`src/rtl/dcache_pkg.sv`:
```
// Shared definitions for the data-cache line flush/fill controller.
package dcache_pkg;

    typedef enum logic [2:0] {
        IDLE,
        WB_RD,
        WB_WR,
        FILL_REQ,
        FILL_WAIT,
        DONE
    } flush_state_e;

    // Byte offset bits within a data word.
    localparam int unsigned WORD_SHIFT = 2;

endpackage

```
`src/rtl/dcache_flush_ctrl_if.sv`:
```
// Memory-side request/response bus between the flush controller (master) and memory (slave).
interface dcache_flush_ctrl_if #(
    parameter int unsigned ADDRBITS = 32,
    parameter int unsigned DATABITS = 32
);
    logic [ADDRBITS-1:0] mem_addr;
    logic                mem_wrreq;
    logic                mem_rdreq;
    logic [DATABITS-1:0] mem_out;
    logic                mem_busy;
    logic [DATABITS-1:0] mem_in;
    logic                mem_in_valid;

    modport master (
        output mem_addr, mem_wrreq, mem_rdreq, mem_out,
        input  mem_busy, mem_in, mem_in_valid
    );

    modport slave (
        input  mem_addr, mem_wrreq, mem_rdreq, mem_out,
        output mem_busy, mem_in, mem_in_valid
    );
endinterface

```
`src/rtl/dcache_flush_ctrl.sv`:
```
// Miss handler: writes back a dirty line word by word, then refills the line from memory.
module dcache_flush_ctrl
    import dcache_pkg::*;
#(
    parameter int unsigned DATABITS      = 32,
    parameter int unsigned ADDRBITS      = 32,
    parameter int unsigned CACHEADDRBITS = 5
) (
    input  logic                clk,
    input  logic                reset_n,
    input  logic                core_req,
    input  logic [ADDRBITS-1:0] core_addr,
    input  logic                line_miss,
    input  logic                line_dirty,
    input  logic [ADDRBITS-1:0] line_memory_section,
    input  logic [DATABITS-1:0] line_data,
    output logic                flush_mode,
    output logic                flush_we,
    output logic [ADDRBITS-1:0] flush_addr,
    output logic [DATABITS-1:0] flush_in,
    output logic                busy,
    output logic                done,
    dcache_flush_ctrl_if.master mem
);

    localparam int unsigned LINE_BITS = CACHEADDRBITS + WORD_SHIFT;
    localparam logic [ADDRBITS-1:0] LINE_MASK =
        ~((ADDRBITS'(1) << LINE_BITS) - ADDRBITS'(1));
    localparam logic [CACHEADDRBITS-1:0] CNT_MAX = '1;

    flush_state_e             state_q, state_d;
    logic [CACHEADDRBITS-1:0] cnt_q, cnt_d;
    logic [ADDRBITS-1:0]      sect_q, sect_d;
    logic [ADDRBITS-1:0]      base_q, base_d;

    logic                flush_mode_q, busy_q, done_q;
    logic                mem_wrreq_q, mem_rdreq_q, fill_wait_q;
    logic [ADDRBITS-1:0] flush_addr_q, mem_addr_q;

    function automatic logic [ADDRBITS-1:0] word_addr(
        input logic [ADDRBITS-1:0]      line,
        input logic [CACHEADDRBITS-1:0] idx
    );
        return line | (ADDRBITS'(idx) << WORD_SHIFT);
    endfunction

    always_comb begin
        state_d = state_q;
        cnt_d   = cnt_q;
        sect_d  = sect_q;
        base_d  = base_q;
        unique case (state_q)
            IDLE: begin
                if (core_req && line_miss) begin
                    state_d = line_dirty ? WB_RD : FILL_REQ;
                    base_d  = core_addr & LINE_MASK;
                    sect_d  = line_memory_section;
                    cnt_d   = '0;
                end
            end
            WB_RD: state_d = WB_WR;
            WB_WR: begin
                if (!mem.mem_busy) begin
                    if (cnt_q == CNT_MAX) begin
                        cnt_d   = '0;
                        state_d = FILL_REQ;
                    end else begin
                        cnt_d   = cnt_q + 1'b1;
                        state_d = WB_RD;
                    end
                end
            end
            FILL_REQ: begin
                if (!mem.mem_busy) state_d = FILL_WAIT;
            end
            FILL_WAIT: begin
                if (mem.mem_in_valid) begin
                    if (cnt_q == CNT_MAX) begin
                        cnt_d   = '0;
                        state_d = DONE;
                    end else begin
                        cnt_d   = cnt_q + 1'b1;
                        state_d = FILL_REQ;
                    end
                end
            end
            DONE:    state_d = IDLE;
            default: state_d = IDLE;
        endcase
    end

    // Outputs are registered from the next state, so they line up with state_q.
    // flush_addr stays on the write-back word through WB_WR so line_data is held stable.
    always_ff @(posedge clk or negedge reset_n) begin
        if (!reset_n) begin
            state_q      <= IDLE;
            cnt_q        <= '0;
            sect_q       <= '0;
            base_q       <= '0;
            flush_mode_q <= 1'b0;
            busy_q       <= 1'b0;
            done_q       <= 1'b0;
            mem_wrreq_q  <= 1'b0;
            mem_rdreq_q  <= 1'b0;
            fill_wait_q  <= 1'b0;
            flush_addr_q <= '0;
            mem_addr_q   <= '0;
        end else begin
            state_q      <= state_d;
            cnt_q        <= cnt_d;
            sect_q       <= sect_d;
            base_q       <= base_d;
            flush_mode_q <= state_d inside {WB_RD, WB_WR, FILL_REQ, FILL_WAIT};
            busy_q       <= (state_d != IDLE);
            done_q       <= (state_d == DONE);
            mem_wrreq_q  <= (state_d == WB_WR);
            mem_rdreq_q  <= (state_d == FILL_REQ);
            fill_wait_q  <= (state_d == FILL_WAIT);
            case (state_d)
                WB_RD, WB_WR:        flush_addr_q <= word_addr(sect_d, cnt_d);
                FILL_REQ, FILL_WAIT: flush_addr_q <= word_addr(base_d, cnt_d);
                default:             flush_addr_q <= '0;
            endcase
            case (state_d)
                WB_WR:    mem_addr_q <= word_addr(sect_d, cnt_d);
                FILL_REQ: mem_addr_q <= word_addr(base_d, cnt_d);
                default:  mem_addr_q <= '0;
            endcase
        end
    end

    // Fill writes must land in the same cycle mem_in_valid arrives, so they bypass the registers.
    assign flush_we      = fill_wait_q & mem.mem_in_valid;
    assign flush_in      = flush_we ? mem.mem_in : '0;
    assign mem.mem_out   = mem_wrreq_q ? line_data : '0;
    assign mem.mem_addr  = mem_addr_q;
    assign mem.mem_wrreq = mem_wrreq_q;
    assign mem.mem_rdreq = mem_rdreq_q;
    assign flush_mode    = flush_mode_q;
    assign flush_addr    = flush_addr_q;
    assign busy          = busy_q;
    assign done          = done_q;

endmodule

```
`src/flat_wrapper.sv`:
```
// flat-port wrapper written by rule: the top's interface ports become plain ports
module dcache_flush_ctrl_flat import dcache_pkg::*;
#(
    parameter int unsigned DATABITS      = 32,
    parameter int unsigned ADDRBITS      = 32,
    parameter int unsigned CACHEADDRBITS = 5
)
  (clk, reset_n, core_req, core_addr, line_miss, line_dirty, line_memory_section, line_data, flush_mode, flush_we, flush_addr, flush_in, busy, done, mem_mem_addr, mem_mem_wrreq, mem_mem_rdreq, mem_mem_out, mem_mem_busy, mem_mem_in, mem_mem_in_valid);
  dcache_flush_ctrl_if #(.ADDRBITS(ADDRBITS), .DATABITS(DATABITS)) mem_i ();
  input  logic clk;
  input  logic reset_n;
  input  logic core_req;
  input  logic [ADDRBITS-1:0] core_addr;
  input  logic line_miss;
  input  logic line_dirty;
  input  logic [ADDRBITS-1:0] line_memory_section;
  input  logic [DATABITS-1:0] line_data;
  output logic flush_mode;
  output logic flush_we;
  output logic [ADDRBITS-1:0] flush_addr;
  output logic [DATABITS-1:0] flush_in;
  output logic busy;
  output logic done;
  output wire logic [$bits(mem_i.mem_addr)-1:0] mem_mem_addr;
  output wire logic [$bits(mem_i.mem_wrreq)-1:0] mem_mem_wrreq;
  output wire logic [$bits(mem_i.mem_rdreq)-1:0] mem_mem_rdreq;
  output wire logic [$bits(mem_i.mem_out)-1:0] mem_mem_out;
  input wire logic [$bits(mem_i.mem_busy)-1:0] mem_mem_busy;
  input wire logic [$bits(mem_i.mem_in)-1:0] mem_mem_in;
  input wire logic [$bits(mem_i.mem_in_valid)-1:0] mem_mem_in_valid;
  assign mem_mem_addr = mem_i.mem_addr;
  assign mem_mem_wrreq = mem_i.mem_wrreq;
  assign mem_mem_rdreq = mem_i.mem_rdreq;
  assign mem_mem_out = mem_i.mem_out;
  assign mem_i.mem_busy = mem_mem_busy;
  assign mem_i.mem_in = mem_mem_in;
  assign mem_i.mem_in_valid = mem_mem_in_valid;
  dcache_flush_ctrl #(.DATABITS(DATABITS), .ADDRBITS(ADDRBITS), .CACHEADDRBITS(CACHEADDRBITS)) u_core (.clk(clk), .reset_n(reset_n), .core_req(core_req), .core_addr(core_addr), .line_miss(line_miss), .line_dirty(line_dirty), .line_memory_section(line_memory_section), .line_data(line_data), .flush_mode(flush_mode), .flush_we(flush_we), .flush_addr(flush_addr), .flush_in(flush_in), .busy(busy), .done(done), .mem(mem_i));
endmodule
```
`config.mk`:
```
export PLATFORM = sky130hd
export DESIGN_NAME = dcache_flush_ctrl_flat
export DESIGN_NICKNAME = d
export VERILOG_FILES = /design/src/rtl/dcache_pkg.sv /design/src/rtl/dcache_flush_ctrl_if.sv /design/src/rtl/dcache_flush_ctrl.sv /design/src/flat_wrapper.sv
export SDC_FILE = /design/constraint.sdc
export NUM_CORES = 1
export LEC_CHECK = 0
export CAP_MARGIN = 10
export CORE_MARGIN = 4
export CORE_UTILIZATION = 45
export DETAILED_ROUTE_END_ITERATION = 10
export HOLD_SLACK_MARGIN = 0.15
export PLACE_DENSITY = 0.86
export SYNTH_ARGS = -nofsm -noshare
export SYNTH_HDL_FRONTEND = slang
export SYNTH_SLANG_ARGS = --single-unit
```
`constraint.sdc`:
```
create_clock -name clk -period 6.7 [get_ports clk]
set_input_delay 1.34 -clock clk [delete_from_list [all_inputs] [get_ports clk]]
set_output_delay 1.34 -clock clk [all_outputs]
set_load 0.01 [all_outputs]
```
## Word level (Yosys, flattened, before mapping)

Index checks and enable logic that the tools add are counted.

| operators by class | value |
|---|---|
| $add $sub $neg | 1 |
| eq/ne operators | 10 |
| mux-type cells | 21 |
| bitwise logic cells | 3 |
| reductions and logical operators | 6 |

Operators with widths:

| cell | number |
|---|---|
| 32-bit 2-to-1 mux | 6 |
| 32-bit one-hot mux with 2 select lines | 2 |
| 32-bit by 7-bit bitwise OR with 32-bit output | 2 |
| 5-bit 2-to-1 mux | 4 |
| 3-bit 2-to-1 mux | 5 |
| 3-bit one-hot mux with 5 select lines | 1 |
| 5-bit one-hot mux with 3 select lines | 1 |
| 3-bit by 2-bit equality test with 1-bit output, second input constant | 4 |
| 3-bit equality test, second input constant | 3 |
| 3-bit by 1-bit equality test with 1-bit output, second input constant | 2 |
| 5-bit by 1-bit adder with 5-bit output, second input constant | 1 |
| 5-bit equality test, second input constant | 1 |
| 2-bit 2-to-1 mux | 2 |
| 4-bit nonzero test | 1 |
| 2-bit OR reduction | 2 |
| 3-bit zero test | 1 |
| 3-bit nonzero test | 1 |
| 1-bit AND | 1 |
| 1-bit logical AND | 1 |

| storage, ports and cells | value |
|---|---|
| flip-flop bits (word level) | 142 |
| input bits | 135 |
| output and inout bits | 134 |

## Depth between registers and ports, before layout

| logic depth | value |
|---|---|
| depth after elaboration | 7 |
| gate-level depth with buffers | 12 |

## Worst setup path after synthesis

No wires, ideal clock.

| timing | value |
|---|---|
| kind | input -> output |
| from | in mem_mem_in_valid |
| to | out flush_in[10] |
| arrival | 1731 ps |
| required time | 5360 ps |
| slack | 3629 ps |
| stages on the path | 2 |
| buffers on the path | 1 |
| cells stage by stage | clkbuf_1 -> and3_1 |

| between the ends | value |
|---|---|
| longest elaborated chain between the ends | 2 |

RTL lines:

| item | RTL line | RTL |
|---|---|---|
| start: declaration | flat_wrapper.sv:30 | `input wire logic [$bits(mem_i.mem_in_valid)-1:0] mem_mem_in_valid;` |
| 1-bit AND | dcache_flush_ctrl.sv:133 | `assign flush_we = fill_wait_q & mem.mem_in_valid;` |
| 32-bit 2-to-1 mux | dcache_flush_ctrl.sv:134 | `assign flush_in = flush_we ? mem.mem_in : '0;` |
| end: declaration | flat_wrapper.sv:21 | `output logic [DATABITS-1:0] flush_in;` |

No other way between the ends.

## Final worst setup path

| timing | value |
|---|---|
| from | in mem_mem_in_valid |
| to | reg u_core.flush_addr_q[7] (netlist: u_core.flush_addr[7]) |

| between the ends | value |
|---|---|
| longest elaborated chain between the ends | 5 |

RTL lines:

| item | RTL line | RTL |
|---|---|---|
| 3-bit 2-to-1 mux * | dcache_flush_ctrl.sv:77 | `if (mem.mem_in_valid) begin` |
| 3-bit one-hot mux with 5 select lines * | dcache_flush_ctrl.sv:52 | `unique case (state_q)` |
| 3-bit equality test (tied with other cells) | dcache_flush_ctrl.sv:119 | `case (state_d)` |
| 2-bit OR reduction | dcache_flush_ctrl.sv:119 |  |
| 32-bit one-hot mux with 2 select lines * | dcache_flush_ctrl.sv:119 |  |
| end signal: assignment | dcache_flush_ctrl.sv:120 | `WB_RD, WB_WR: flush_addr_q <= word_addr(sect_d, cnt_d);` |
| end signal: assignment | dcache_flush_ctrl.sv:121 | `FILL_REQ, FILL_WAIT: flush_addr_q <= word_addr(base_d, cnt_d);` |
| end: declaration | dcache_flush_ctrl.sv:38 | `logic [ADDRBITS-1:0] flush_addr_q, mem_addr_q;` |

Mark *: on every way between the ends. The rest lies on a longest branch, timed or not.

==> impl_metrics.env <==
export IMPL_outcome="completed"
export IMPL_yosysSeqAreaShare=0.599
export IMPL_crit_chain="clkdlybuf4s50_1, buf_4, nand3b_1, a21oi_1, nor2_1, nand2_2, inv_2, o21ai_4, o22ai_1"
export IMPL_nFillCells=881
export IMPL_cts_path_max_buffers=2
export IMPL_yosysTopAreaCell="dfrtp_1"
export IMPL_final_cell_mix="260 x clkdlybuf4s50_1, 142 x dfrtp_1, 59 x inv_1, 53 x mux2i_1, 48 x o22ai_1"
export IMPL_worstSetupStartpoint="mem_mem_in_valid"
export IMPL_h_tree_depth=4
export IMPL_port_buffers=261
export IMPL_multi_input_area_um2=2000
export IMPL_area_growth_pct=56.7
export IMPL_hold_viol=0
export IMPL_clockRootBuffer="clkbuf_16"
export IMPL_layout_commonest_cell="clkdlybuf4s50_1"
export IMPL_antenna_found_initial=0
export IMPL_critPathRequiredTime_ns=6.92
export IMPL_numClockSinks=142
export IMPL_gp_congestion=0.878
export IMPL_routed_via_density=5.10
export IMPL_min_period_over_period=0.676
export IMPL_setup_tns_ns=0
export IMPL_relSlewSlack=0.194
export IMPL_p_leak_uw=0.00422
export IMPL_die_height_um=123
export IMPL_cts_resized=0
export IMPL_fp_dieW_um=123
export IMPL_rows=41
export IMPL_cpMaxStageDelayCell="o21ai_4"
export IMPL_path_class="input port to flop"
export IMPL_r2r_slack_ns=3.03
export IMPL_synthTopCellsByArea="dfrtp_1 60%, mux2i_1 8.9%, o22ai_1 5.1%"
export IMPL_fin_worst_skew_ns=0.00836
export IMPL_hold_start="u_core.base_q[1]$_DFF_PN0_"
export IMPL_grtUsageTotal=0.227
export IMPL_fin_ws_ns=2.17
export IMPL_clk_latency_ns=0.40
export IMPL_drtPass1Iterations=4
export IMPL_avgSynthCellArea_um2=11.9
export IMPL_end_kind="flop"
export IMPL_rsz0062_at_grt="no"
export IMPL_maxCapViolations=0
export IMPL_ios=269
export IMPL_synth_area_um2=5930
export IMPL_placed_area_um2=8640
export IMPL_syn_inst=500
export IMPL_slowest_delay_ns=0.91
export IMPL_start_util=0.464
export IMPL_grt_max_degree=85
export IMPL_drv_slew=0
export IMPL_clk_pin_slew_ns=0.05
export IMPL_ir_drop_mv=0.229
export IMPL_regArea_um2=3550
export IMPL_ys_seq_elements=142
export IMPL_ys_types=47
export IMPL_drive_above_1_share=0.0745
export IMPL_finalNetCount=891
export IMPL_hold_path_class="flop to flop"
export IMPL_gr_total_overflow=0
export IMPL_synth_flop_cell="dfrtp_1"
export IMPL_ant_nets=0
export IMPL_cts_tree="yes"
export IMPL_fmax_mhz=221
export IMPL_dieArea_um2=15100
export IMPL_fin_crit_ns=4.53
export IMPL_route_final_wire_length_um=17300
export IMPL_postCtsSetupRepairBufs=0
export IMPL_critPathMaxFanout=36
export IMPL_numCtsBuffers=17
export IMPL_worstPathArrival_ns=4.75
export IMPL_coreArea_um2=12800
export IMPL_synth_edff_count=0
export IMPL_wl_per_cell_um=18.5
export IMPL_critPathLaunchType="input port"
export IMPL_tightest_slew_ns=1.21
export IMPL_design_area_um2=9290
export IMPL_vias=4781
export IMPL_yosysTopAreaCellShare=0.599
export IMPL_synth_warnings=0
export IMPL_synthArstFlopShare=1.00
export IMPL_first_global_vias=5002
export IMPL_r2r_start="u_core.cnt_q[0]$_DFF_PN0_"
export IMPL_drc=0
export IMPL_synthesis_nets=638
export IMPL_hpwl_um=12300
export IMPL_drtIter0Drc=170
export IMPL_pre_cts_ws_ns=1.82
export IMPL_power_density_nw_per_um2=443
export IMPL_setup_violations_final=0
export IMPL_n_antenna_cell=0
export IMPL_grt_pass1_wl_um=26100
export IMPL_holdBufCountCts=0
==> flip-flops by register name (all words and copies together), names as in the netlist <==
| signal | cells |
|---|---|
| u_core.flush_mode | 1 |
| u_core.busy | 1 |
| u_core.cnt_q | 5 |
| u_core.flush_addr | 32 |
| u_core.mem.mem_rdreq | 1 |
| u_core.fill_wait_q | 1 |
| u_core.mem.mem_wrreq | 1 |
| u_core.mem.mem_addr | 32 |
| u_core.base_q | 32 |
| u_core.state_q | 3 |
| u_core.sect_q | 32 |
| u_core.done | 1 |
==> area by class of cell <==
| class | count | area share |
|---|---|---|
| well taps | 172 | 0.0232 |
| clock inverters | 11 | 0.0202 |
| inverters | 60 | 0.0242 |
| clock buffers | 20 | 0.0502 |
| flip-flops and latches | 142 | 0.382 |
| repair buffers | 265 | 0.285 |
| multi-input cells | 267 | 0.215 |
==> metrics by stage <==
stage	utilization	hold slack (ns)	std cells	power (uW)
global route	0.727	0.504	937	4370
finish	0.727	0.492	937	4120
CTS	0.727	0.495	937	4150
global placement	0.676	0.461	906	3040
floorplan	-	0.443	500	2360
detailed placement	0.676	0.467	906	3110
==> power breakdown <==
group / internal (uW) / switching (uW)
Combinational: 818 / 920
Sequential: 1210 / 148
Clock: 686 / 334
Total: 2720 / 1400
==> kinds of logic (layout without fill, tap and decap cells) <==
kind of cell,Yosys count,in the layout,synth area share
xor gates and xnor gates,1,1,0.00148
muxes,58,58,0.0990
DFF,142,142,0.599
and+or+nand+nor,115,115,0.116
buffers and inverters,91,356,0.0667
adders and majority gates,3,3,0.00633
AOI/OAI and AO/OA,90,90,0.111
==> worst max-delay path: cells and delay by family <==
kind / cells / cell delay [ns]
compound gates: 3 / 1.40
simple gates: 3 / 1.00
buf+inv: 3 / 0.95
==> synth_stat cells, drive strengths merged (2+ instances only) <==
| cell type | instances |
|---|---|
| a21o | 3 |
| dfrtp | 142 |
| a311o | 2 |
| o21a | 2 |
| buf | 19 |
| and3 | 34 |
| o21ai | 2 |
| clkbuf | 12 |
| nand2 | 12 |
| o2bb2ai | 4 |
| nand2b | 2 |
| ha | 3 |
| nor2 | 8 |
| a21oi | 6 |
| or2 | 6 |
| and2 | 38 |
| inv | 60 |
| a211oi | 2 |
| mux2i | 53 |
| nand3b | 2 |
| a22o | 4 |
| o22ai | 56 |
| mux2 | 5 |
| a2111oi | 3 |
| nor2b | 2 |
| nand3 | 4 |
==> routing by layer <==
layer,routed length [um],GRT usage
met4,159,0.0574
met2,8990,0.405
met3,1530,0.0719
met5,0,0
met1,6620,0.265
==> worst paths after layout <==
check	endpoint	cells past startpoint
hold / removal	u_core.base_q[1]$_DFF_PN0_	2
min in group asynchronous	u_core.flush_addr[22]$_DFF_PN0_	1
setup / recovery	u_core.flush_addr[7]$_DFF_PN0_	9
setup reg to reg	u_core.flush_addr[7]$_DFF_PN0_	10
hold reg to reg	u_core.base_q[1]$_DFF_PN0_	2
max in group asynchronous	u_core.base_q[5]$_DFF_PN0_	2
No activity file was read; power rests on OpenSTA's default activity.
